===== src/rtl/ysyx_22040088_lsu.sv =====
// Load/store unit: runs one blocking memory op per bus req/resp transaction and
// hands right-aligned load data plus a one-hot size mask to writeback.
module ysyx_22040088_lsu #(
  parameter int         ADDR_W  = 64,
  parameter logic [7:0] TIMEOUT = 8'd255
) (
  input  logic              clk,
  input  logic              rst,
  input  logic              in_valid,
  output logic              in_ready,
  input  logic              in_load,
  input  logic              in_store,
  input  logic [ADDR_W-1:0] in_addr,
  input  logic [63:0]       in_wdata,
  input  logic [1:0]        in_size,
  output logic              bus_req_valid,
  input  logic              bus_req_ready,
  output logic [ADDR_W-1:0] bus_req_addr,
  output logic              bus_req_wen,
  output logic [63:0]       bus_req_wdata,
  output logic [7:0]        bus_req_wstrb,
  input  logic              bus_resp_valid,
  input  logic [63:0]       bus_resp_rdata,
  output logic              out_valid,
  input  logic              out_ready,
  output logic [63:0]       out_rdata,
  output logic [3:0]        out_mask,
  output logic              out_misalign,
  output logic              out_err
);

  // state | meaning
  // IDLE  | waiting for an op from execute, in_ready high
  // REQ   | bus request presented, held until bus_req_ready
  // WAIT  | request accepted, waiting for response or timeout
  // RESP  | result presented to writeback, held until out_ready
  typedef enum logic [1:0] {IDLE, REQ, WAIT, RESP} state_t;

  state_t     state;
  logic [7:0] cnt;
  logic [2:0] off;
  logic [1:0] size;
  logic       is_load;

  logic       op_load;
  logic       op_store;
  logic       op_misalign;
  logic [7:0] size_ones;

  function automatic logic [3:0] mask_of(input logic [1:0] sz);
    case (sz)
      2'd0:    mask_of = 4'b1000;
      2'd1:    mask_of = 4'b0100;
      2'd2:    mask_of = 4'b0010;
      default: mask_of = 4'b0001;
    endcase
  endfunction

  // A simultaneous load+store request is treated as a load.
  assign op_load  = in_load;
  assign op_store = in_store & ~in_load;

  always_comb begin
    op_misalign = 1'b0;
    size_ones   = 8'h01;
    case (in_size)
      2'd0: begin
        op_misalign = 1'b0;
        size_ones   = 8'h01;
      end
      2'd1: begin
        op_misalign = in_addr[0];
        size_ones   = 8'h03;
      end
      2'd2: begin
        op_misalign = |in_addr[1:0];
        size_ones   = 8'h0F;
      end
      default: begin
        op_misalign = |in_addr[2:0];
        size_ones   = 8'hFF;
      end
    endcase
  end

  always_ff @(posedge clk) begin
    if (rst) begin
      state         <= IDLE;
      cnt           <= 8'd0;
      off           <= 3'd0;
      size          <= 2'd0;
      is_load       <= 1'b0;
      in_ready      <= 1'b1;
      bus_req_valid <= 1'b0;
      bus_req_addr  <= '0;
      bus_req_wen   <= 1'b0;
      bus_req_wdata <= 64'd0;
      bus_req_wstrb <= 8'd0;
      out_valid     <= 1'b0;
      out_rdata     <= 64'd0;
      out_mask      <= 4'd0;
      out_misalign  <= 1'b0;
      out_err       <= 1'b0;
    end else begin
      case (state)
        IDLE: begin
          if (in_valid && in_ready) begin
            in_ready <= 1'b0;
            off      <= in_addr[2:0];
            size     <= in_size;
            is_load  <= op_load;
            if (op_misalign) begin
              state        <= RESP;
              out_valid    <= 1'b1;
              out_misalign <= 1'b1;
              out_mask     <= op_load ? mask_of(in_size) : 4'd0;
            end else if (!(op_load || op_store)) begin
              state     <= RESP;
              out_valid <= 1'b1;
            end else begin
              state         <= REQ;
              bus_req_valid <= 1'b1;
              bus_req_addr  <= {in_addr[ADDR_W-1:3], 3'b000};
              bus_req_wen   <= op_store;
              bus_req_wdata <= in_wdata << {in_addr[2:0], 3'b000};
              bus_req_wstrb <= op_store ? (size_ones << in_addr[2:0]) : 8'd0;
            end
          end
        end
        REQ: begin
          if (bus_req_ready) begin
            state         <= WAIT;
            cnt           <= 8'd0;
            bus_req_valid <= 1'b0;
            bus_req_addr  <= '0;
            bus_req_wen   <= 1'b0;
            bus_req_wdata <= 64'd0;
            bus_req_wstrb <= 8'd0;
          end
        end
        WAIT: begin
          // A response on the final timeout cycle still counts as a response.
          if (bus_resp_valid) begin
            state     <= RESP;
            out_valid <= 1'b1;
            out_rdata <= is_load ? (bus_resp_rdata >> {off, 3'b000}) : 64'd0;
            out_mask  <= is_load ? mask_of(size) : 4'd0;
          end else if (cnt == TIMEOUT - 8'd1) begin
            state     <= RESP;
            out_valid <= 1'b1;
            out_err   <= 1'b1;
          end else begin
            cnt <= cnt + 8'd1;
          end
        end
        RESP: begin
          if (out_ready) begin
            state        <= IDLE;
            in_ready     <= 1'b1;
            out_valid    <= 1'b0;
            out_rdata    <= 64'd0;
            out_mask     <= 4'd0;
            out_misalign <= 1'b0;
            out_err      <= 1'b0;
          end
        end
        default: state <= IDLE;
      endcase
    end
  end

endmodule


===== config.mk =====
export PLATFORM = sky130hd
export DESIGN_NAME = ysyx_22040088_lsu
export DESIGN_NICKNAME = d
export VERILOG_FILES = /design/src/rtl/ysyx_22040088_lsu.sv
export SDC_FILE = /design/constraint.sdc
export NUM_CORES = 1
export LEC_CHECK = 0
export CAP_MARGIN = 10
export CORE_ASPECT_RATIO = 0.5
export CORE_MARGIN = 4
export CORE_UTILIZATION = 30
export CTS_BUF_LIST = sky130_fd_sc_hd__clkbuf_8
export DETAILED_ROUTE_END_ITERATION = 6
export PLACE_DENSITY = 0.66
export SYNTH_ARGS = -nofsm -noshare
export SYNTH_HDL_FRONTEND = slang
export SYNTH_SLANG_ARGS = --single-unit
export TNS_END_PERCENT = 10

===== constraint.sdc =====
create_clock -name clk -period 6.8 [get_ports clk]
set_clock_uncertainty 0.1 [all_clocks]
set_input_delay 2.04 -clock clk [delete_from_list [all_inputs] [get_ports clk]]
set_output_delay 2.04 -clock clk [all_outputs]
set_load 0.05 [all_outputs]

==> reports/qor.csv <==
metric,value,unit
clk_latency,0.57,ns
ys_warn_count,0,
num-nets-final,1820,
postCtsSetupBuffers,0,
drc,0,
switching_power,0.00175,W
fp.coreArea,37900,um^2
end_kind,register,
ios,412,
setup_tns,0,ns
synthesis.instances,1253,
grtUsageTotal,0.199,
fmax,227,MHz
p_total,0.00454,W
final-seq-area,4470,um^2
wl,44.3,mm
ctsResizeCount,0,
ant_nets,0,
hp-class,register to register,
cts_tree,done,
dpl_worst_slack,1.85,ns
grt_pass1_vias,11000,
numPortBuffers,408,
ys_ff_latch,223,
vdd_drop_max,130,uV
n_fill_cell,3751,
dieArea,42300,um^2
yosysTopAreaCell,dfxtp_1,
synthTopCellsByCount,"nand2_1 (240), dfxtp_1 (223), mux2i_1 (210), clkbuf_1 (59), nor2_1 (48)",
post-route-min-period,4.40,ns
die_x,287,um
crit_path_start_kind,input pin,
worstPathMaxFanout,54,
p_leak,6.63,nW
drive_gt1_frac,0.0828,
grt_pass1_wl,66.5,mm
area_growth,44.5,%
grt.overflow.total,0,
power.share.clock,0.296,
clk_path_buf_depth,3,
cts_htree_levels,2,
critPathLaunch,in_size[1],
async_flop_share,0,
wire_per_inst,20.5,um
post_synth_num_cell_types,62,
cap_violations,0,
antenna_found_initial,4,
die_height,147,um
setup_ws,2.40,ns
p_sw_frac,0.385,
synth_top_area_frac,0.382,
power_frac_comb,0.376,
avgSynthCellArea,9.32,um^2
power_density,269,nW/um^2
grt_max_degree,101,
place_congestion,0.838,
initial_core_util,0.308,
power.internal,0.00279,W
dr.pass1.iters,5,
multiInputGateArea,6660,um^2
critical_path_class,input pin to register,
via_per_inst,5.07,
relSlewSlack,0.182,
clk_pin_slew,0.06,ns
cts-root-buf,clkbuf_8,
ys_seq_area_frac,0.382,
dp_hpwl,33.0,mm
rsz0062_at_grt,false,
arrival,4.78,ns
yosysMostFrequentCell,nand2_1,
synth_enable_flop_cells,0,
hold_start,bus_req_valid,
cts_buffers,39,
num_rows,50,
seqPwrFrac,0.328,
synth_flop_cell,dfxtp_1,
required,7.17,ns
tightest_slew,1.23,ns
r2r_start,state[0],
status,completed,
synth_area_leaders,"dfxtp_1 (38%), mux2i_1 (18%), nand2_1 (7.7%)",
vias,11000,
setup_viol,0,
fin_crit_sh,0.648,
ctsHoldBuffers,0,
hold_violations,0,
drt_iter0_markers,608,
clock_sinks,223,
slew_violations,0,
syn-cell-area,11700,um^2
## cells by family (layout without fill, tap and decap cells)
group | Yosys count | count (layout) | synth area share
AOI/OAI and AO/OA | 272 | 272 | 0.169
muxes | 253 | 253 | 0.252
adders and majority gates | 7 | 7 | 0.00750
buffers and inverters | 120 | 507 | 0.0491
and+or+nand+nor | 377 | 377 | 0.139
other | 1 | 7 | 0.000321
DFF | 223 | 223 | 0.382
## layout make-up
| class | instances | share of cell area |
|---|---|---|
| Antenna cell | 4 | 0.000593 |
| Clock buffer | 52 | 0.0424 |
| Clock inverter | 20 | 0.00742 |
| Inverter | 13 | 0.00297 |
| Multi-Input combinational cell | 912 | 0.395 |
| Sequential cell | 223 | 0.265 |
| Tap cell | 520 | 0.0386 |
| Timing Repair Buffer | 422 | 0.248 |
## worst paths after layout
path | endpoint | slack (ns) | cells past startpoint
worst min register to register | bus_req_valid | 0.35 | 1
worst max-delay path | bus_req_addr[20] | 2.40 | 6
worst max register to register | bus_req_addr[20] | 3.91 | 7
worst min-delay path | bus_req_valid | 0.35 | 1
## through the flow
stage | instance area, um^2 | utilization | std cells | hold WS, ns
2_1_floorplan | 11700 | - | 1255 | 0.344
4_1_cts | 16900 | 0.445 | 2162 | 0.352
3_5_place_dp | 16000 | 0.423 | 2090 | 0.344
3_3_place_gp | 16000 | 0.423 | 2090 | 0.338
5_1_grt | 16900 | 0.445 | 2165 | 0.372
6_report | 16900 | 0.445 | 2166 | 0.352
## registers in the layout, indices dropped and copies added, names as in the netlist, 2 cells and up
| name | cells |
|---|---|
| bus_req_wdata | 64 |
| out_rdata | 64 |
| bus_req_addr | 61 |
| bus_req_wstrb | 8 |
| cnt | 8 |
| out_mask | 4 |
| off | 3 |
| size | 2 |
| state | 2 |
## per-layer routing
layer / vias up / global-route usage / share of wire
met5: - / 0 / 0.00023
met4: 2 / 0.0719 / 0.036
met3: 83 / 0.0424 / 0.051
met2: 285 / 0.373 / 0.52
met1: 5292 / 0.224 / 0.39
li1: 5312 / - / -
## worst max-delay path, stage by stage
cell and delay (ns):
clkdlybuf4s50_1 0.74, o21a_1 0.23, a211o_1 0.22, o21a_4 0.81, buf_4 0.44, mux2i_1 0.24
## cells in the final DEF, fill, tap and decap left out, drive strengths merged, types with 9 or more instances in the layout
master	n
clkbuf	52
nand2b	9
a21oi	42
mux4	32
nor3	17
nor2b	16
o22ai	24
inv	21
clkdlybuf4s50	405
mux2	11
nand3	14
o2bb2ai	40
nor2	48
o21ai	32
nand2	240
buf	17
a22oi	44
a32oi	9
a22o	24
a211o	12
dfxtp	223
mux2i	210
clkinv	10
## power by group through the flow
| stage | Sequential, W | Clock (W) | Combinational (W) |
|---|---|---|---|
| 2_1_floorplan | 0.00183 | 0 | 0.000848 |
| 3_3_place_gp | 0.00151 | 0 | 0.00171 |
| 3_5_place_dp | 0.00152 | 0 | 0.00171 |
| 4_1_cts | 0.00149 | 0.00138 | 0.00172 |
| 5_1_grt | 0.00150 | 0.00145 | 0.00181 |
| 6_report | 0.00149 | 0.00134 | 0.00171 |
Note: power is estimated with default switching activity, not from simulation.
